**config.mk**
```make
export PLATFORM = sky130hd
export DESIGN_NAME = attn_seq_ctrl_flat
export DESIGN_NICKNAME = d
export VERILOG_FILES = /design/src/rtl/attn_seq_pkg.sv /design/src/rtl/attn_seq_ctrl_if.sv /design/src/rtl/attn_wr_ptr.sv /design/src/rtl/attn_seq_ctrl.sv /design/src/flat_wrapper.sv
export SDC_FILE = /design/constraint.sdc
export NUM_CORES = 1
export LEC_CHECK = 0
export CORE_MARGIN = 2
export CORE_UTILIZATION = 54
export CTS_CLUSTER_SIZE = 28
export DETAILED_ROUTE_END_ITERATION = 12
export PLACE_DENSITY = 0.75
export SYNTH_ARGS = -nofsm -noshare
export SYNTH_HDL_FRONTEND = slang
export SYNTH_SLANG_ARGS = --single-unit
export TNS_END_PERCENT = 30
```
**constraint.sdc**
```tcl
create_clock -name clk -period 3.1 [get_ports clk]
set_input_delay 0.775 -clock clk [delete_from_list [all_inputs] [get_ports clk]]
set_output_delay 0.775 -clock clk [all_outputs]
set_load 0.1 [all_outputs]
```
**src/rtl/attn_seq_pkg.sv**
```systemverilog
// Shared types and inst-word bit positions for the attention instruction sequencer.
// The inst layout is fixed by the fullchip inst port, so the address fields are always 4 bits wide.
package attn_seq_pkg;

    localparam int INST_W = 17;
    localparam int ADDR_W = 4;

    localparam int INST_OFIFO_RD   = 16;
    localparam int INST_QK_ADD_MSB = 15;
    localparam int INST_QK_ADD_LSB = 12;
    localparam int INST_P_ADD_MSB  = 11;
    localparam int INST_P_ADD_LSB  = 8;
    localparam int INST_EXECUTE    = 7;
    localparam int INST_LOAD       = 6;
    localparam int INST_QMEM_RD    = 5;
    localparam int INST_QMEM_WR    = 4;
    localparam int INST_KMEM_RD    = 3;
    localparam int INST_KMEM_WR    = 2;
    localparam int INST_PMEM_RD    = 1;
    localparam int INST_PMEM_WR    = 0;

    typedef enum logic [3:0] {
        IDLE,
        LOAD,
        LTAIL,
        GAP1,
        EXEC,
        GAP2,
        MOVE,
        PRE,
        ACC,
        NORM,
        DONE
    } state_t;

    // Everything the sequencer drives, registered as one word
    typedef struct packed {
        logic [INST_W-1:0] inst;
        logic              acc;
        logic              div;
        logic              wr_norm;
        logic              fifo_ext_rd;
        logic              busy;
        logic              done;
        logic              wr_err;
    } ctrl_t;

endpackage

```
**src/rtl/attn_seq_ctrl_if.sv**
```systemverilog
// Host-side request signals and fullchip-side control outputs of the sequencer.
// master = the sequencer, slave = the host/fullchip side.
interface attn_seq_ctrl_if;
    import attn_seq_pkg::*;

    logic              start;
    logic              abort;
    logic              q_wr_valid;
    logic              k_wr_valid;
    logic [INST_W-1:0] inst;
    logic              acc;
    logic              div;
    logic              wr_norm;
    logic              fifo_ext_rd;
    logic              busy;
    logic              done;
    logic              wr_err;

    modport master (
        input  start, abort, q_wr_valid, k_wr_valid,
        output inst, acc, div, wr_norm, fifo_ext_rd, busy, done, wr_err
    );

    modport slave (
        output start, abort, q_wr_valid, k_wr_valid,
        input  inst, acc, div, wr_norm, fifo_ext_rd, busy, done, wr_err
    );

endinterface

```
**src/rtl/attn_wr_ptr.sv**
```systemverilog
// Wrapping host-write address pointer: counts 0..DEPTH-1 on inc_i, clr_i returns it to 0.
// DEPTH must not exceed 2**AW.
module attn_wr_ptr
    import attn_seq_pkg::*;
#(
    parameter int DEPTH = 8,
    parameter int AW    = ADDR_W
) (
    input  logic          clk,
    input  logic          rst_n,
    input  logic          clr_i,
    input  logic          inc_i,
    output logic [AW-1:0] ptr_o
);

    localparam logic [AW-1:0] LAST = AW'(DEPTH - 1);

    logic [AW-1:0] ptr_q;
    logic [AW-1:0] ptr_d;

    always_comb begin
        ptr_d = ptr_q;
        if (clr_i) begin
            ptr_d = '0;
        end else if (inc_i) begin
            ptr_d = (ptr_q == LAST) ? '0 : ptr_q + AW'(1);
        end
    end

    always_ff @(posedge clk or negedge rst_n) begin
        if (!rst_n) begin
            ptr_q <= '0;
        end else begin
            ptr_q <= ptr_d;
        end
    end

    assign ptr_o = ptr_q;

endmodule

```
**src/rtl/attn_seq_ctrl.sv**
```systemverilog
// On-chip instruction sequencer for the two-core attention fullchip: K load, Q execute,
// ofifo drain to pmem, then the normalize accumulate/divide/write-back pass.
module attn_seq_ctrl
    import attn_seq_pkg::*;
#(
    parameter int COL         = 8,
    parameter int TOTAL_CYCLE = 8,
    parameter int GAP         = 10,   // must be at least 1
    parameter int AW          = 4     // must not exceed the 4-bit inst address fields
) (
    input  logic             clk,
    input  logic             reset,
    attn_seq_ctrl_if.master  bus
);

    localparam int CNT_MAX_A = (COL > GAP) ? COL : GAP;
    localparam int CNT_MAX   = (CNT_MAX_A > 2 * TOTAL_CYCLE) ? CNT_MAX_A : 2 * TOTAL_CYCLE;
    localparam int CW_RAW    = $clog2(CNT_MAX + 1);
    // At least AW+1 bits so the NORM row index cnt[AW:1] is always in range
    localparam int CW        = (CW_RAW > AW + 1) ? CW_RAW : AW + 1;

    localparam logic [CW-1:0] LOAD_LAST = CW'(COL);
    localparam logic [CW-1:0] GAP_LAST  = CW'(GAP - 1);
    localparam logic [CW-1:0] TC_LAST   = CW'(TOTAL_CYCLE - 1);
    localparam logic [CW-1:0] NORM_LAST = CW'(2 * TOTAL_CYCLE - 1);

    state_t        state_q, state_d;
    state_t        state_nxt;
    logic [CW-1:0] cnt_q, cnt_d;
    ctrl_t         ctl_q, ctl_d;

    logic          phase_last;
    logic          wr_any;
    logic          q_inc, k_inc, ptr_clr;
    logic [AW-1:0] q_ptr, k_ptr;
    logic [AW-1:0] c_lo;
    logic [AW-1:0] row;

    attn_wr_ptr #(.DEPTH(TOTAL_CYCLE), .AW(AW)) u_q_ptr (
        .clk   (clk),
        .rst_n (reset),
        .clr_i (ptr_clr),
        .inc_i (q_inc),
        .ptr_o (q_ptr)
    );

    attn_wr_ptr #(.DEPTH(COL), .AW(AW)) u_k_ptr (
        .clk   (clk),
        .rst_n (reset),
        .clr_i (ptr_clr),
        .inc_i (k_inc),
        .ptr_o (k_ptr)
    );

    always_ff @(posedge clk or negedge reset) begin
        if (!reset) begin
            state_q <= IDLE;
            cnt_q   <= '0;
            ctl_q   <= '0;
        end else begin
            state_q <= state_d;
            cnt_q   <= cnt_d;
            ctl_q   <= ctl_d;
        end
    end

    // Outputs are decoded from the next state/counter so they appear from the entering edge
    always_comb begin
        state_d    = state_q;
        cnt_d      = cnt_q + CW'(1);
        ctl_d      = '0;
        q_inc      = 1'b0;
        k_inc      = 1'b0;
        ptr_clr    = 1'b0;
        phase_last = 1'b0;
        state_nxt  = IDLE;
        wr_any     = bus.q_wr_valid | bus.k_wr_valid;

        if (state_q == IDLE) begin
            cnt_d = '0;
            if (bus.start) begin
                state_d      = LOAD;
                ptr_clr      = 1'b1;
                ctl_d.wr_err = wr_any;
            end else if (bus.q_wr_valid && bus.k_wr_valid) begin
                ctl_d.wr_err = 1'b1;
            end else if (bus.q_wr_valid) begin
                q_inc                                         = 1'b1;
                ctl_d.inst[INST_QMEM_WR]                      = 1'b1;
                ctl_d.inst[INST_QK_ADD_MSB:INST_QK_ADD_LSB]   = ADDR_W'(q_ptr);
            end else if (bus.k_wr_valid) begin
                k_inc                                         = 1'b1;
                ctl_d.inst[INST_KMEM_WR]                      = 1'b1;
                ctl_d.inst[INST_QK_ADD_MSB:INST_QK_ADD_LSB]   = ADDR_W'(k_ptr);
            end
        end else begin
            ctl_d.wr_err = wr_any;
            if (bus.abort) begin
                state_d = IDLE;
                cnt_d   = '0;
            end else begin
                case (state_q)
                    LOAD:    begin phase_last = (cnt_q == LOAD_LAST); state_nxt = LTAIL; end
                    LTAIL:   begin phase_last = (cnt_q == CW'(1));    state_nxt = GAP1;  end
                    GAP1:    begin phase_last = (cnt_q == GAP_LAST);  state_nxt = EXEC;  end
                    EXEC:    begin phase_last = (cnt_q == TC_LAST);   state_nxt = GAP2;  end
                    GAP2:    begin phase_last = (cnt_q == GAP_LAST);  state_nxt = MOVE;  end
                    MOVE:    begin phase_last = (cnt_q == TC_LAST);   state_nxt = PRE;   end
                    PRE:     begin phase_last = 1'b1;                 state_nxt = ACC;   end
                    ACC:     begin phase_last = (cnt_q == TC_LAST);   state_nxt = NORM;  end
                    NORM:    begin phase_last = (cnt_q == NORM_LAST); state_nxt = DONE;  end
                    default: begin phase_last = 1'b1;                 state_nxt = IDLE;  end
                endcase
                if (phase_last) begin
                    state_d = state_nxt;
                    cnt_d   = '0;
                end
            end
        end

        c_lo = cnt_d[AW-1:0];
        row  = cnt_d[AW:1];

        case (state_d)
            LOAD: begin
                ctl_d.busy             = 1'b1;
                ctl_d.inst[INST_LOAD]  = 1'b1;
                if (cnt_d != '0) begin
                    ctl_d.inst[INST_KMEM_RD]                    = 1'b1;
                    ctl_d.inst[INST_QK_ADD_MSB:INST_QK_ADD_LSB] = ADDR_W'(c_lo - AW'(1));
                end
            end
            LTAIL: begin
                ctl_d.busy            = 1'b1;
                ctl_d.inst[INST_LOAD] = (cnt_d == '0);
            end
            GAP1, GAP2: begin
                ctl_d.busy = 1'b1;
            end
            EXEC: begin
                ctl_d.busy                                  = 1'b1;
                ctl_d.inst[INST_EXECUTE]                    = 1'b1;
                ctl_d.inst[INST_QMEM_RD]                    = 1'b1;
                ctl_d.inst[INST_QK_ADD_MSB:INST_QK_ADD_LSB] = ADDR_W'(c_lo);
            end
            MOVE: begin
                ctl_d.busy                                = 1'b1;
                ctl_d.inst[INST_OFIFO_RD]                 = 1'b1;
                ctl_d.inst[INST_PMEM_WR]                  = 1'b1;
                ctl_d.inst[INST_P_ADD_MSB:INST_P_ADD_LSB] = ADDR_W'(c_lo);
            end
            PRE: begin
                ctl_d.busy               = 1'b1;
                ctl_d.inst[INST_PMEM_RD] = 1'b1;
            end
            ACC: begin
                ctl_d.busy                                = 1'b1;
                ctl_d.acc                                 = 1'b1;
                ctl_d.inst[INST_PMEM_RD]                  = 1'b1;
                ctl_d.inst[INST_P_ADD_MSB:INST_P_ADD_LSB] = ADDR_W'(c_lo);
            end
            NORM: begin
                // Even counts divide a row, odd counts write the normalized row back
                ctl_d.busy                                = 1'b1;
                ctl_d.inst[INST_P_ADD_MSB:INST_P_ADD_LSB] = ADDR_W'(row);
                if (!cnt_d[0]) begin
                    ctl_d.inst[INST_PMEM_RD] = 1'b1;
                    ctl_d.div                = 1'b1;
                    ctl_d.fifo_ext_rd        = 1'b1;
                end else begin
                    ctl_d.inst[INST_PMEM_WR] = 1'b1;
                    ctl_d.wr_norm            = 1'b1;
                end
            end
            DONE: begin
                ctl_d.done = 1'b1;
            end
            default: begin
            end
        endcase
    end

    assign bus.inst        = ctl_q.inst;
    assign bus.acc         = ctl_q.acc;
    assign bus.div         = ctl_q.div;
    assign bus.wr_norm     = ctl_q.wr_norm;
    assign bus.fifo_ext_rd = ctl_q.fifo_ext_rd;
    assign bus.busy        = ctl_q.busy;
    assign bus.done        = ctl_q.done;
    assign bus.wr_err      = ctl_q.wr_err;

endmodule

```
**src/flat_wrapper.sv**
```systemverilog
// flat-port wrapper written by rule: the top's interface ports become plain ports
module attn_seq_ctrl_flat import attn_seq_pkg::*;
#(
    parameter int COL         = 8,
    parameter int TOTAL_CYCLE = 8,
    parameter int GAP         = 10,                        
    parameter int AW          = 4                                                     
)
  (clk, reset, bus_start, bus_abort, bus_q_wr_valid, bus_k_wr_valid, bus_inst, bus_acc, bus_div, bus_wr_norm, bus_fifo_ext_rd, bus_busy, bus_done, bus_wr_err);
  attn_seq_ctrl_if bus_i ();
  input  logic clk;
  input  logic reset;
  input wire logic [$bits(bus_i.start)-1:0] bus_start;
  input wire logic [$bits(bus_i.abort)-1:0] bus_abort;
  input wire logic [$bits(bus_i.q_wr_valid)-1:0] bus_q_wr_valid;
  input wire logic [$bits(bus_i.k_wr_valid)-1:0] bus_k_wr_valid;
  output wire logic [$bits(bus_i.inst)-1:0] bus_inst;
  output wire logic [$bits(bus_i.acc)-1:0] bus_acc;
  output wire logic [$bits(bus_i.div)-1:0] bus_div;
  output wire logic [$bits(bus_i.wr_norm)-1:0] bus_wr_norm;
  output wire logic [$bits(bus_i.fifo_ext_rd)-1:0] bus_fifo_ext_rd;
  output wire logic [$bits(bus_i.busy)-1:0] bus_busy;
  output wire logic [$bits(bus_i.done)-1:0] bus_done;
  output wire logic [$bits(bus_i.wr_err)-1:0] bus_wr_err;
  assign bus_i.start = bus_start;
  assign bus_i.abort = bus_abort;
  assign bus_i.q_wr_valid = bus_q_wr_valid;
  assign bus_i.k_wr_valid = bus_k_wr_valid;
  assign bus_inst = bus_i.inst;
  assign bus_acc = bus_i.acc;
  assign bus_div = bus_i.div;
  assign bus_wr_norm = bus_i.wr_norm;
  assign bus_fifo_ext_rd = bus_i.fifo_ext_rd;
  assign bus_busy = bus_i.busy;
  assign bus_done = bus_i.done;
  assign bus_wr_err = bus_i.wr_err;
  attn_seq_ctrl #(.COL(COL), .TOTAL_CYCLE(TOTAL_CYCLE), .GAP(GAP), .AW(AW)) u_core (.clk(clk), .reset(reset), .bus(bus_i));
endmodule
```
# After elaboration in Yosys (flattened, before gate mapping)
# Cells that the tools add are included.
# op_classes
n_addsub	4
eq_ne	26
n_bitwise	1
reduce_logical	11
mux	52
# ops
cell	n
4-bit two-way mux	16
4-bit by 3-bit equality test with 1-bit output, second input constant	10
4-bit case mux with 9 select lines	1
1-bit two-way mux	25
4-bit equality test, second input constant	5
4-bit by 2-bit equality test with 1-bit output, second input constant	4
4-bit case mux with 2 select lines	2
5-bit by 4-bit equality test with 1-bit output, second input constant	3
5-bit two-way mux	3
9-bit OR reduction	1
4-bit by 1-bit adder with 4-bit output, second input constant	2
4-bit by 1-bit equality test with 1-bit output, second input constant	2
1-bit case mux with 2 select lines	3
2-bit OR reduction	3
5-bit by 1-bit adder with 5-bit output, second input constant	1
5-bit by 1-bit equality test with 1-bit output, second input constant	1
5-bit by 3-bit equality test with 1-bit output, second input constant	1
5-bit zero test	1
1-bit case mux with 5 select lines	1
5-bit nonzero test	1
4-bit zero test	1
2-bit nonzero test	2
4-bit by 1-bit subtractor with 4-bit output, second input constant	1
3-bit two-way mux	1
other kinds (3)	3
# totals
input_bits	6
regBits	41

# Logic depth before layout (Yosys ltp)
# logic_depth
ltp_word	11
mapped_depth	13
ltp_nobuf	11

# Cells and area by module
# From an unflattened synthesis, not the netlist that was laid out.
# hier_totals
cells_unflattened	206
hier_area_um2	2144.6
# modules_own_cells
module	n_inst	area_each_um2	seq_area_each_um2	cells_per_inst
attn_seq_ctrl	1	1679.1	775.7	170
attn_wr_ptr	2	232.7	100.1	18

# Worst setup path before layout
# No wires, ideal clock.
# synth_path
kind	register to register
startpoint	register u_core.state_q[3]
endpoint	register u_core.ctl_q (netlist bit u_core.bus.inst[14])
path_slack_ps	452
required_time_ps	3014
stages_incl_launch_ff	13
n_path_buf	2
t_arrival_ps	2562
cell_sequence	dfrtp_1 > buf_6 > xor2_1 > o221ai_1 > a2bb2oi_1 > a21oi_1 > or3_1 > buf_2 > ha_1 > o31ai_1 > nand4b_2 > o21a_1 > o221ai_2
# synth_lines
item	line	source
start: declaration	attn_seq_ctrl.sv:27	state_t state_q, state_d;
start signal: assignment	attn_seq_ctrl.sv:61	state_q <= state_d;
end signal: assignment	attn_seq_ctrl.sv:63	ctl_q <= ctl_d;
end: declaration	attn_seq_ctrl.sv:30	ctrl_t ctl_q, ctl_d;

==> impl_results.md <==
* Layout cells sized above 1 at 23.3%
* Hold WC Path Type: register to register
* CTS tree: yes
* Synthesis Warnings at 0
* Die height at 66.8 µm
* Reg2reg path depth at 10
* Post-Syn Area at 2130 µm²
* Hold depth at 1
* Worst-margin pin slew at 836 ps
* CTS clk-pin slew, worst paths at 70 ps
* Cts bufs inserted at 5
* Status: finished, final reports clean
* Final Cell Area at 2540 µm²
* DR iter-0 viols at 76
* Area of the multi-input gates at 1020 µm²
* Antenna violations before repair at 0
* CP Max Fanout at 10
* Seq/Total Area, Yosys at 45.8%
* Worst r2r src: u_core.state_q[3]
* Area leader, netlist: dfrtp_1
* Max_cap viols at 0
* Final nets at 268
* Clock Sinks at 39
* RSZ-0062 raised after global routing: no
* Core area at 3720 µm²
* Placed inst area at 2460 µm²
* Crit Reg-Reg Endpoint: u_core.bus.inst[14]
* Htree depth at 2
* Tot Pwr at 1140 µW
* Share of the synthesized area in the top cell type at 45.8%
* Hold EP: u_core.u_q_ptr.ptr_o[2]
* Startpoint Class: register
* Setup tns final at 0 ps
* Ys async rst share at 100%
* Synthesized Nets at 230
* Vias in the first global route at 1686
* Std cell rows at 22
* EDFF count, synth at 0
* Vias per cell at 5.80
* Critical path class: register to register
* Leakage at 0.00122 µW
* Pin count of the biggest net entering global routing at 40
* Endpoints failing hold at 0
* Clk_skew at 3.75 ps
* Fin crit share at 95.3%
* Die ar. at 4460 µm²
* Tmin final at 2950 ps
* Slew Viols, Final at 0
* Worst Path Arrival at 3160 ps
* Worst VDD drop at 0.370 mV
* GR Overflow Total at 0
* Routed wire per std cell at 15.8 µm
* Area Overhead vs Synth at 19.3%
* Diode count at 0
* CP endpoint kind: register
* Register area at 977 µm²
* Most numerous cell in the Yosys netlist: dfrtp_1
* Clk root buf: clkbuf_8
* Clock Path Buffers at 2
* Synth cell count leaders: dfrtp_1, nor2_1, nand2_1
* Setup Fix Bufs, Post-CTS at 0
* R2R setup slack at 150 ps
* Synth cell types at 52
* Die X at 66.8 µm
* ANT nets after route at 0
* Starting density of the core at 57.3%
* Pwr dens at 447 nW/µm²
* Final setup violation count at 0
* Top-Level Pins at 30
* Remaining routing DRC violations at 0
* Worst slack at placement at 68.4 ps
* Placed cell count at 298
* Worst skew pair latency at 290 ps
* First-pass GRT wire length at 8.03 mm
* Top_reg_cell synth: dfrtp_1
* Required @ worst endpoint at 3310 ps
* Total track usage at 24.5%
* FF+latch count, synth at 39
* Hold path start: u_core.u_q_ptr.ptr_o[2]
* Fillcell total at 301
* Placed wire-length estimate at 3.65 mm
* Mapped Cells at 219
* Drt first pass iters at 4
* Rel. slew slack at 44.3%
* Vias at 1774
* Fmax at 0.339 GHz
* Layout Cells excl Fill at 306
* RD Place Congestion at 0.941
* Routed WL at 4.84 mm
* Final setup margin at 147 ps
* Top cells by area, synth: dfrtp_1, nor2_1, nand2_1
* IO Port Bufs at 29
* Avg Cell Area, Syn at 9.73 µm²
-- worst max path at each step --
| stage | from | end | slack, ps | depth (start not counted) |
|---|---|---|---|---|
| 6_report | u_core.state_q[3] | u_core.bus.inst[14] | 150 | 10 |
| 5_1_grt | u_core.state_q[3] | u_core.bus.inst[14] | 2 | 10 |
| 4_1_cts | u_core.state_q[2] | u_core.bus.inst[14] | 130 | 10 |
| 3_5_place_dp | bus_abort | u_core.bus.inst[14] | 70 | 11 |
| 3_3_place_gp | bus_abort | u_core.bus.inst[14] | 150 | 9 |
| 2_1_floorplan | u_core.state_q[3] | u_core.bus.inst[14] | 450 | 12 |
-- placed cells by master (no fill, tap or decap), drive strengths merged, types with 5 or more instances in the layout --
| cell | count |
|---|---|
| inv | 14 |
| a21oi | 11 |
| buf | 41 |
| ha | 5 |
| clkbuf | 6 |
| nor2 | 19 |
| nand2 | 18 |
| nor3b | 5 |
| a22oi | 5 |
| dfrtp | 39 |
| o221ai | 5 |
| o21ai | 12 |
| nand3 | 11 |
| xor2 | 5 |
-- critical path: stages, from the launching register on --
cell	delay, ps
dfrtp_1	490
xor2_1	200
o221ai_1	190
a2bb2oi_1	380
a21oi_1	270
or3_1	400
ha_1	210
o31ai_1	100
nand4b_2	240
o21a_1	240
o221ai_2	140
-- stage by stage --
step | utilization, % | hold slack (ps)
3_5_place_dp | 66.1 | 525
6_report | 68.4 | 533
4_1_cts | 68.4 | 538
5_1_grt | 68.4 | 589
3_3_place_gp | 66.1 | 513
2_1_floorplan | - | 479
-- power by group --
part           leakage (µW)  internal [µW]  switching, µW
clock network     0.0000412            157            172
registers          0.000530            532           17.3
logic              0.000648           75.8            183
total               0.00122            765            373
-- registers in the layout (all words and copies together), names as in the netlist --
signal                flops
u_core.bus.done           1
u_core.bus.wr_norm        1
u_core.bus.div            1
u_core.bus.acc            1
u_core.u_q_ptr.ptr_o      4
u_core.u_k_ptr.ptr_o      4
u_core.bus.busy           1
u_core.state_q            4
u_core.cnt_q              5
u_core.bus.wr_err         1
u_core.bus.inst          16
-- layer usage --
| metal | share of wire [%] | vias to the layer above | GRT usage, % |
|---|---|---|---|
| li1 | - | 864 | - |
| met1 | 46 | 854 | 33.0 |
| met2 | 48 | 50 | 39.9 |
| met3 | 4.6 | 6 | 4.56 |
| met4 | 1.2 | 0 | 7.65 |
| met5 | 0 | - | 0 |
-- layout make-up --
cell class,instances,area share [%]
flip-flops and latches,39,38.4
clock inverters,2,0.492
well taps,48,2.36
inverters,14,2.07
repair buffers,45,13.6
multi-input cells,152,40.2
clock buffers,6,2.85
-- cell families after synthesis --
family	count (synthesis)	share of synthesized area, %
xor+xnor	6	2.47
fa+ha+maj	5	2.94
simple gates	82	22.0
buf+inv	28	6.22
compound gates	59	20.6
flops	39	45.8
-- repair_timing --
action                                  4_1_cts  5_1_grt
resized for setup                             0        1
endpoints found under the setup margin        0        2
hold buffers                                  0        0
No activity file was read; power rests on OpenSTA's default activity.
